[src/rtl/uart_pkg.sv]
// Shared UART definitions: FIFO geometry, trigger levels, RX entry layout.
package uart_pkg;

  localparam int DEPTH_DEF = 16;
  localparam int RX_W      = 10;

  localparam logic [4:0] TRIG_1  = 5'd1;
  localparam logic [4:0] TRIG_4  = 5'd4;
  localparam logic [4:0] TRIG_8  = 5'd8;
  localparam logic [4:0] TRIG_14 = 5'd14;

  localparam logic [1:0] FTL_1  = 2'b00;
  localparam logic [1:0] FTL_4  = 2'b01;
  localparam logic [1:0] FTL_8  = 2'b10;
  localparam logic [1:0] FTL_14 = 2'b11;

  typedef struct packed {
    logic       fe;
    logic       pe;
    logic [7:0] data;
  } rx_entry_t;

  function automatic logic [4:0] trig_level(input logic [1:0] ftl);
    logic [4:0] t;
    t = TRIG_1;
    unique case (1'b1)
      ftl == FTL_1:  t = TRIG_1;
      ftl == FTL_4:  t = TRIG_4;
      ftl == FTL_8:  t = TRIG_8;
      ftl == FTL_14: t = TRIG_14;
      default:       t = TRIG_1;
    endcase
    return t;
  endfunction

endpackage

[src/rtl/uart_fifo_mem.sv]
// Register-file FIFO storage: synchronous write, asynchronous read.
// Shared by the RX and TX FIFO controllers.
module uart_fifo_mem
  import uart_pkg::*;
#(
  parameter int DEPTH = DEPTH_DEF,
  parameter int W     = RX_W,
  localparam int AW   = $clog2(DEPTH)
) (
  input  logic          clk,
  input  logic          we,
  input  logic [AW-1:0] waddr,
  input  logic [W-1:0]  wdata,
  input  logic [AW-1:0] raddr,
  output logic [W-1:0]  rdata
);

  logic [W-1:0] mem [DEPTH];

  always_ff @(posedge clk) begin
    if (we) mem[waddr] <= wdata;
  end

  assign rdata = mem[raddr];

endmodule

[src/rtl/uart_rx_fifo_ctrl.sv]
// 16550 receive FIFO controller: occupancy, overrun, trigger level
// and character-timeout flags for line status and interrupt logic.
module uart_rx_fifo_ctrl
  import uart_pkg::*;
#(
  parameter int DEPTH    = DEPTH_DEF,
  parameter int TO_CHARS = 4
) (
  input  logic       CLK,
  input  logic       RST,
  input  logic       FIFOEN,
  input  logic       RXCLR,
  input  logic [1:0] RXFIFTL,
  input  logic       rx_valid,
  input  logic [7:0] rx_data,
  input  logic       rx_pe,
  input  logic       rx_fe,
  input  logic       char_tick,
  input  logic       rd_en,
  input  logic       lsr_rd,
  output logic [7:0] rd_data,
  output logic       rd_pe,
  output logic       rd_fe,
  output logic       DR,
  output logic       OE,
  output logic [4:0] rx_level,
  output logic       rda,
  output logic       cti
);

  localparam int AW = $clog2(DEPTH);
  localparam logic [2:0] TO_MAX = 3'(TO_CHARS);

  logic [AW-1:0] rd_ptr, wr_ptr;
  logic [4:0]    count;
  logic [2:0]    tcnt;
  logic          fifoen_q;
  logic          oe_q;

  logic       empty, flush, push, pop, ovr;
  logic [4:0] cap;
  rx_entry_t  head;
  rx_entry_t  wr_entry;

  assign empty = (count == 5'd0);
  assign cap   = FIFOEN ? 5'(DEPTH) : 5'd1;
  assign flush = RXCLR | (FIFOEN != fifoen_q);

  // A pop frees a slot, so a full FIFO still takes a same-cycle push.
  assign pop  = rd_en & ~empty & ~flush;
  assign push = rx_valid & ((count < cap) | pop) & ~flush;
  assign ovr  = rx_valid & ~push & ~flush;

  assign wr_entry = '{fe: rx_fe, pe: rx_pe, data: rx_data};

  uart_fifo_mem #(
    .DEPTH (DEPTH),
    .W     (RX_W)
  ) u_mem (
    .clk   (CLK),
    .we    (push),
    .waddr (wr_ptr),
    .wdata (wr_entry),
    .raddr (rd_ptr),
    .rdata (head)
  );

  always_ff @(posedge CLK) begin
    if (RST) begin
      rd_ptr   <= '0;
      wr_ptr   <= '0;
      count    <= '0;
      tcnt     <= '0;
      oe_q     <= 1'b0;
      fifoen_q <= FIFOEN;
    end else begin
      fifoen_q <= FIFOEN;
      if (flush) begin
        rd_ptr <= '0;
        wr_ptr <= '0;
        count  <= '0;
        tcnt   <= '0;
      end else begin
        if (push) wr_ptr <= wr_ptr + 1'b1;
        if (pop)  rd_ptr <= rd_ptr + 1'b1;
        count <= count + 5'(push) - 5'(pop);
        if (push | pop | empty)
          tcnt <= '0;
        else if (char_tick && tcnt < TO_MAX)
          tcnt <= tcnt + 3'd1;
      end
      if (ovr)
        oe_q <= 1'b1;
      else if (lsr_rd)
        oe_q <= 1'b0;
    end
  end

  assign rd_data  = empty ? 8'h00 : head.data;
  assign rd_pe    = ~empty & head.pe;
  assign rd_fe    = ~empty & head.fe;
  assign DR       = ~empty;
  assign OE       = oe_q;
  assign rx_level = count;
  assign rda      = FIFOEN ? (count >= trig_level(RXFIFTL)) : ~empty;
  assign cti      = FIFOEN & ~empty & (tcnt == TO_MAX);

endmodule

[config.mk]
export PLATFORM = sky130hd
export DESIGN_NAME = uart_rx_fifo_ctrl
export DESIGN_NICKNAME = d
export VERILOG_FILES = /design/src/rtl/uart_pkg.sv /design/src/rtl/uart_fifo_mem.sv /design/src/rtl/uart_rx_fifo_ctrl.sv
export SDC_FILE = /design/constraint.sdc
export NUM_CORES = 1
export LEC_CHECK = 0
export BUFFER_PORTS_ARGS = -buffer_cell sky130_fd_sc_hd__buf_4
export CAP_MARGIN = 0
export CELL_PAD_IN_SITES_DETAIL_PLACEMENT = 0
export CELL_PAD_IN_SITES_GLOBAL_PLACEMENT = 1
export CORE_ASPECT_RATIO = 0.7
export CORE_MARGIN = 3
export CORE_UTILIZATION = 47
export DETAILED_ROUTE_END_ITERATION = 6
export HOLD_SLACK_MARGIN = 0.08
export PLACE_DENSITY = 0.78
export RECOVER_POWER = 50
export SYNTH_ARGS = -nofsm -noshare
export SYNTH_HDL_FRONTEND = slang
export SYNTH_SLANG_ARGS = --single-unit
[constraint.sdc]
create_clock -name CLK -period 3 [get_ports CLK]
set_input_delay 0.6 -clock CLK [delete_from_list [all_inputs] [get_ports CLK]]
set_output_delay 0.6 -clock CLK [all_outputs]
set_load 0.05 [all_outputs]
== Word-level counts from Yosys, hierarchy flattened ==
Memory sizes are Yosys's and may differ from the RTL's. A register that Yosys moved wholly into a read port is not among the register bits.
Cells that the tools add are included.
Operators by class
  add/sub/neg operators: 5
  $lt $le $gt $ge: 3
  eq/ne operators: 5
  bitwise operators: 17
  reductions and logical operators: 5
  muxes and demuxes: 10
Operators by type and width (number)
  one-hot mux 4 bit (3 select lines): 1
  bitwise AND 1 bit: 10
  adder 4 x 1 -> 4 bit, second input constant: 2
  two-way mux 4 bit: 2
  two-way mux 8 bit: 1
  adder 5 x 1 -> 5 bit: 1
  >= comparator 5 bit: 1
  logical NOT 5 bit: 1
  < comparator 5 bit: 1
  two-way mux 1 bit: 5
  two-way mux 5 bit: 1
  subtractor 5 x 1 -> 5 bit: 1
  == test 2 bit, second input constant: 2
  bitwise OR 1 bit: 4
  adder 3 x 1 -> 3 bit, second input constant: 1
  == test 3 bit, second input constant: 1
  < comparator 3 bit, second input constant: 1
  NOT 1 bit: 3
  OR reduction 3 bit: 1
  == test 2 x 1 -> 1 bit, second input constant: 1
  nonzero test 2 bit: 1
  OR reduction 2 bit: 1
  logical AND 1 bit: 1
  inequality test 1 bit: 1
Storage, ports and cells
  input bits: 20
  memory bits (writable): 160
  register bits after elaboration: 18
  output and inout port bits: 19
  memories kept: 1
Memory list
  u_mem.mem: words 16, width 10, read ports 1, clocked after memory_dff 1, wr ports 1, RTL line uart_fifo_mem.sv:18  | logic [W-1:0] mem [DEPTH];

== Longest topological paths before layout ==
Gate-level depths: netlist (run 1).
  depth after elaboration: 11
  gate-level depth with buffers: 17
  depth with buffers taken out: 16

== Modules after synthesis ==
Synthesis (run 1) repeated with hierarchy kept, for this count alone.
Second synthesis, totals
  cell total of the unflattened synthesis: 406
  area, all modules: 7323.3 µm²
By module, submodules not included
  uart_fifo_mem: sequential area each 4804.6 µm², cells an instance 269, area an instance 6153.4 µm², times used 1
  uart_rx_fifo_ctrl: sequential area each 360.3 µm², cells an instance 137, area an instance 1169.9 µm², times used 1

== Worst setup path after synthesis (run 1) ==
OpenSTA, ideal clock, no wires.
  kind: flip-flop to flip-flop
  start point: reg count[2], in the netlist rx_level[2]
  end point: reg count[4], in the netlist rx_level[4]
  setup time: 128 ps
  cell stages (with the launch flop): 18
  path buffers: 1
  slack: -347 ps
  required time: 2872 ps
  arrival: 3220 ps
  period minus slack after synthesis: 3347 ps
  cell sequence: dfxtp_1 > inv_1 > ha_1 > or4b_1 > buf_2 > nand2_1 > a21boi_2 > inv_2 > ha_1 > inv_1 > ha_1 > inv_1 > fa_1 > nor2_1 > nor2_1 > o21bai_1 > xnor2_1 > nor2_1
On the way
  word-level cells in the longest chain between the ends: 9
  elaborated cells between the ends (all ways): 10
  classes of those cells: 2 x add/sub; 1 x order compare; 6 x bitwise; 1 x reduce/logical
Ends and longest elaborated chain
  start: declaration: RTL line uart_rx_fifo_ctrl.sv:35  | logic [4:0] count;
  start signal: assignment: RTL line uart_rx_fifo_ctrl.sv:86  | count <= count + 5'(push) - 5'(pop);
  logical NOT 5 bit *: RTL line uart_rx_fifo_ctrl.sv:45  | assign empty = (count == 5'd0);
  NOT 1 bit *
  net DR: RTL line uart_rx_fifo_ctrl.sv:24  | output logic DR,
  bitwise AND 1 bit * (2 in series): RTL line uart_rx_fifo_ctrl.sv:50  | assign pop = rd_en & ~empty & ~flush;
  bitwise OR 1 bit: RTL line uart_rx_fifo_ctrl.sv:51  | assign push = rx_valid & ((count < cap) | pop) & ~flush;
  bitwise AND 1 bit (2 in series): RTL line uart_rx_fifo_ctrl.sv:51
  adder 5 x 1 -> 5 bit: RTL line uart_rx_fifo_ctrl.sv:86
  subtractor 5 x 1 -> 5 bit *: RTL line uart_rx_fifo_ctrl.sv:86
The timed path passes the listed nets; every way through them passes the cells marked *.
A chain may end at the register's enable or synchronous reset.

== Worst setup path after layout (run 1) ==
  start point: reg count[3], in the netlist rx_level[3]
  end point: out rd_data[5]
On the way
  word-level cells in the longest chain between the ends: 2
Ends and longest elaborated chain
  logical NOT 5 bit: RTL line uart_rx_fifo_ctrl.sv:45
  two-way mux 8 bit: RTL line uart_rx_fifo_ctrl.sv:99  | assign rd_data = empty ? 8'h00 : head.data;
  end: declaration: RTL line uart_rx_fifo_ctrl.sv:21  | output logic [7:0] rd_data,
Every way passes these cells.

==> results of run 1 <==
[layer usage]
metal  global-route usage (%)  vias up  part of all wire [%]
met3                    3.277       15                   4.6
met5                        0        -                     0
met2                    27.90       93                    48
met4                    5.706        0                  0.90
li1                         -     1726                     -
met1                    27.47     1948                    47
[area by class of cell]
type	instances	area [sq um]
fillers	1128	6316
flip-flops and latches	182	5259
multi-input cells	187	2017
repair buffers	69	496.7
clock buffers	18	429.2
well taps	195	244.0
clock inverters	14	221.5
inverters	16	62.56
[registers in the layout, indices dropped and copies added, names as in the netlist, named ones only]
name / flops
OE: 1
fifoen_q: 1
rd_ptr: 4
rx_level: 5
tcnt: 3
u_mem.mem: 160
wr_ptr: 4
[repair_timing]
item	4_1_cts	5_1_grt
pin swaps	0	0
gates cloned	0	1
endpoints found under the setup margin	9	5
gates resized for setup	1	3
setup buffers	0	0
[worst paths after layout]
kind | slack, ps | cells after the start | to
max | 110 | 8 | rd_data[5]
min | 340 | 2 | OE$_SDFFE_PP0P_
max reg2reg | 170 | 14 | rx_level[4]$_SDFF_PP0_
min reg2reg | 480 | 2 | OE$_SDFFE_PP0P_
[power by group through the flow]
stage | clock network (mW) | logic, mW | registers [mW]
after floorplan | 0 | 0.0439 | 2.81
after global routing | 2.59 | 0.119 | 2.75
final | 2.45 | 0.106 | 2.76
after CTS | 2.49 | 0.115 | 2.76
after global placement | 0 | 0.109 | 2.81
after detailed placement | 0 | 0.114 | 2.81
[worst register-to-register path, cell delays in order, from the launching register on]
cell,delay [ps]
dfxtp_4,360
inv_1,80
ha_1,150
or4b_4,500
and4bb_1,240
ha_1,270
inv_1,60
ha_1,160
inv_1,60
fa_2,340
nor2_1,110
nor2_1,40
o21bai_1,150
xnor2_1,140
nor2_1,50
[kinds of logic after synthesis]
family	count (synthesis)	share of synthesized area [%]
mux	61	15.02
buf+inv	33	2.044
simple gates	67	4.848
compound gates	27	2.280
xor+xnor	10	1.183
fa+ha+maj	22	3.818
flops	182	70.81
[stage by stage]
stage          hold slack (ps)  worst slack (ps)
3_3_place_gp             461.6            -104.1
2_1_floorplan            451.7             35.75
6_report                 342.7             105.3
4_1_cts                  325.0             1.117
5_1_grt                  339.9             5.599
3_5_place_dp             472.3            -123.6
[cells in the mapped netlist (4+ instances only)]
cell type  number
inv_1          15
edfxtp_1      160
nand2_1         7
dfxtp_1        22
ha_1           21
mux2i_1        20
nor2b_1         4
a21oi_1         9
nor2_1         23
o22ai_1         9
and3_1         16
mux4_2         40
buf_2           7
clkbuf_1        5
xnor2_1         7
nand2b_1        4
==> impl_metrics.toml, run 1 <==
[placed_design]
dpl_cell_area_sq_um = 8113
gp_congestion = 0.7306
portBuffers = 38
dpl.hpwl_mm = 9.326
dpl.cell_count = 648

[power]
p_switching_mw = 1.030
clkPwrFrac_pct = 46.1
swShare_pct = 19.39
power.internal_mw = 4.279
p_leak_nw = 2.933
p_per_area_nw_per_um2 = 608.1
power.sequential.fraction_pct = 51.9
peakVddDrop_mv = 0.3812
pwr-share-comb_pct = 2.0
total_power_mw = 5.309

[timing]
tns_ps = 0
fmax_mhz = 345.5
maxSlewHeadroom_pct = 55.81
fin_crit_ps = 2895
maxSlewViolCount = 0
tightestPinTransition_ps = 662.9
hold_viol_final = 0
grt_setup_unrepaired = "false"
fin_skew_ps = 8.614
setup_viol = 0
period_share_pct = 96.49

[critical_path]
cpPeakStageDelay_ps = 500
critPathTopFamily = "buffers and inverters"
crit_start = "rx_level[3]$_SDFF_PP0_"
start_kind = "flop"
reg2reg_from = "rx_level[3]$_SDFF_PP0_"
setup.worst_path.class = "flop to primary output"
cp_num_buf_inv = 4
critical_path.slowest_cell = "or4b_4"
crit_fanout = 9
arrival_ps = 2290
end_kind = "primary output"
worst_path_most_repeated_cell = "buf_4"
required_ps = 2400
path_cells = "inv_1 > ha_1 > or4b_4 > buf_4 > nand2b_1 > buf_6 > o22ai_1 > buf_4"

[global_route]
track_usage_pct = 18.43
antenna_found_initial = 0
grt-ovfl-total = 0
grt_max_degree = 41
grt_pass1_wl_mm = 23.16
grt_pass1_vias = 3867

[clocking]
cts-root-buf = "clkbuf_16"
clk_path_buf_depth = 2
numCtsBuffers = 17
clock_latency_ps = 430
cts.sinks = 182
cts_tree = "yes"
cts_hold_buf = 0
path_clk_slew_ps = 70
htreeDepth = 4

[synthesis]
synth_top_area_share_pct = 64.86
synth_seq_cells = 182
syn_avg_cell_area_sq_um = 18.43
yosys.area.top_type = "edfxtp_1"
async_flop_share_pct = 0
synth_ff_type = "edfxtp_1"
synth_nets = 444
synth_area_leaders = "edfxtp_1, mux4_2, dfxtp_1, ha_1, mux2i_1"
netlist-cell-type-count = 39
synth_edf_count = 160
synth-seq-area-share_pct = 70.81
netlist_instances = 402
syn-cell-area_sq_um = 7407
ys_warn_count = 0

[die]
coreArea_sq_um = 15050
num_rows = 37
ios = 39
die_area_sq_um = 17330
die_x_microns = 156.0
initial_utilization_pct = 49.23
die_h_microns = 111.0

[drt]
postRouteAntennaNets = 0
wirelength_mm = 15.35
vias_per_cell = 5.554
drc = 0
wl_per_cell_microns = 22.53
dr.pass1.iters = 5
drt-initial-drc-count = 316
num_vias = 3782

[cells_and_area]
layout.nets = 515
final_cell_area_sq_um = 8730
final_util_pct = 58.02
layout_common_cells = "edfxtp_1, buf_4, mux4_2"
fin_cells = 681
layout_commonest_cell = "edfxtp_1"
area_delta_synth_final_pct = 17.85
antenna_cells = 0
drive_gt1_share_pct = 27.16

[outcome]
status = "finished clean"

[run]
drv_cap = 0

[worst_hold_path]
hold_start = "RST"
min_path_type = "primary input to flop"
Power figures use the tool's default switching activity.
==> inputs of run 2 (changes only) <==
- RECOVER_POWER: 50 -> not set
==> run 2 against run 1 <==
Against the previous run: wire length up 0.26%; clock power barely moved; clock-buffer cell count did not move; via count is 1.3% higher; combinational power rose by 8%; die area stayed put; largest power group unchanged; sequential power is essentially flat; first-iteration DRC count rose by 20%; non-clock buffer count did not move; global-route usage unchanged; sequential share of layout area decreased by 0.51 points; setup slack got worse by 2.1 ps.
==> impl_metrics.toml, run 2 (synthesized netlist as in run 1, its figures left out) <==
[critical_path]
reg2regPathDepth = 14
required_ps = 2400
crit_fanout = 9
setup.worst_path.class = "flop to primary output"
arrival_ps = 2300
reg2reg_from = "rx_level[3]$_SDFF_PP0_"
end_kind = "primary output"
start_kind = "flop"
timing.rr.end = "rx_level[4]$_SDFF_PP0_"
rrSetupSlack_ps = 170

[drt]
vias_per_cell = 5.624
met1_length_mm = 7.115
dr_wl_met3_microns = 743
postRouteAntennaNets = 0
wirelength_mm = 15.39
drt-initial-drc-count = 379
dr_wl_met2_mm = 7.395
dr.pass1.iters = 7
top_layer_used = "met4"
drc = 0
num_vias = 3830
wl_per_cell_microns = 22.59

[clocking]
clk_path_buf_depth = 2
cts-root-buf = "clkbuf_16"
htreeDepth = 4
numCtsBuffers = 17
clock_latency_ps = 420
cts.sinks = 182
path_clk_slew_ps = 70
cts_tree = "yes"
cts_hold_buf = 0
cts_setup_buffers = 0

[power]
p_leak_nw = 3.010
total_power_mw = 5.313
p_per_area_nw_per_um2 = 603.4
peakVddDrop_mv = 0.3791

[run]
drv_cap = 0

[global_route]
grt_pass1_vias = 3867
grt_pass1_wl_mm = 23.16
antenna_found_initial = 0
grt_max_degree = 41
track_usage_pct = 18.43
grt-ovfl-total = 0

[die]
die_area_sq_um = 17330
coreArea_sq_um = 15050
initial_utilization_pct = 49.23
num_rows = 37
ios = 39
die_h_microns = 111.0
die_x_microns = 156.0

[timing]
fin_skew_ps = 8.413
period_share_pct = 96.56
grt_setup_unrepaired = "false"
maxSlewViolCount = 0
maxSlewHeadroom_pct = 68.04
fin_ws_ps = 103.2
fmax_mhz = 345.2
tns_ps = 0
setup_viol = 0
fin_crit_ps = 2897
tightestPinTransition_ps = 479.3
hold_viol_final = 0

[cells_and_area]
layout_commonest_cell = "edfxtp_1"
fin_cells = 681
layout_common_cells = "edfxtp_1, buf_4, mux4_2"
largest_reg_flops = 160
layout.nets = 515
final_util_pct = 58.53
area_delta_synth_final_pct = 18.89
largest_register = "u_mem.mem"
antenna_cells = 0
drive_gt1_share_pct = 31.48

[placed_design]
dpl.hpwl_mm = 9.326
dpl.cell_count = 648
portBuffers = 38
pre_cts_slack_ps = -123.6
gp_congestion = 0.7306

[worst_hold_path]
hold_start = "RST"
hold_end = "OE$_SDFFE_PP0P_"
min_path_type = "primary input to flop"
hold_path_depth = 2

[outcome]
status = "finished clean"
## run 2: cell count changes in the layout (fill, tap and decap cells not counted), sizes merged
cell    change
buf        +20
clkbuf     -20
## run 2: report_power, final
part	internal (mW)	switching, mW
registers	2.75	0.00226
logic	0.0433	0.0709
clock network	1.49	0.953
## run 2: cell type report
type | count | area [sq um]
sequential | 182 | 5260
timing repair buffer | 69 | 571.8
multi-input combinational | 187 | 2017
tap | 195 | 244.0
fill | 1103 | 6240
clock buffer | 18 | 429.2
inverter | 16 | 62.56
clock inverter | 14 | 221.5
## run 2: how the worst max path moves through the flow
stage / start / to / slack [ps] / cells past startpoint
5_1_grt: rx_level[3]$_SDFF_PP0_ / rd_data[1] / 5 / 8
4_1_cts: flop / rd_data[2] / 1 / 6
6_report: rx_level[3]$_SDFF_PP0_ / rd_data[4] / 100 / 8
3_5_place_dp: FIFOEN / rx_level[4]$_SDFF_PP0_ / -120 / 17
3_3_place_gp: FIFOEN / rx_level[4]$_SDFF_PP0_ / -100 / 17
2_1_floorplan: rx_level[3]$_SDFF_PP0_ / rx_level[4]$_SDFF_PP0_ / 40 / 16
## run 2: timing repair
item                                    in CTS  in global routing
gates resized for setup                      1                  3
endpoints found under the setup margin       9                  5
pin swaps                                    0                  0
hold endpoints to repair                     0                  0
gates cloned                                 0                  1
## run 2: per-layer routing
metal / vias to the layer above / global-route usage [%]
li1: 1727 / -
met1: 1964 / 27.47
met2: 122 / 27.90
met3: 17 / 3.277
met4: 0 / 5.706
met5: - / 0
## run 2: worst max-delay path, stage by stage (launching register included)
cell and delay, ps:
dfxtp_4 360, inv_1 80, ha_1 150, or4b_4 500
buf_4 170, nand2b_1 90, buf_6 170, o22ai_1 120
buf_4 210
## run 2: stage by stage
stage / cell area (sq um) / hold WS, ps
3_3_place_gp: 8113 / 461.6
4_1_cts: 8767 / 325.0
6_report: 8806 / 343.6
3_5_place_dp: 8113 / 472.3
2_1_floorplan: 7430 / 451.7
5_1_grt: 8806 / 339.9
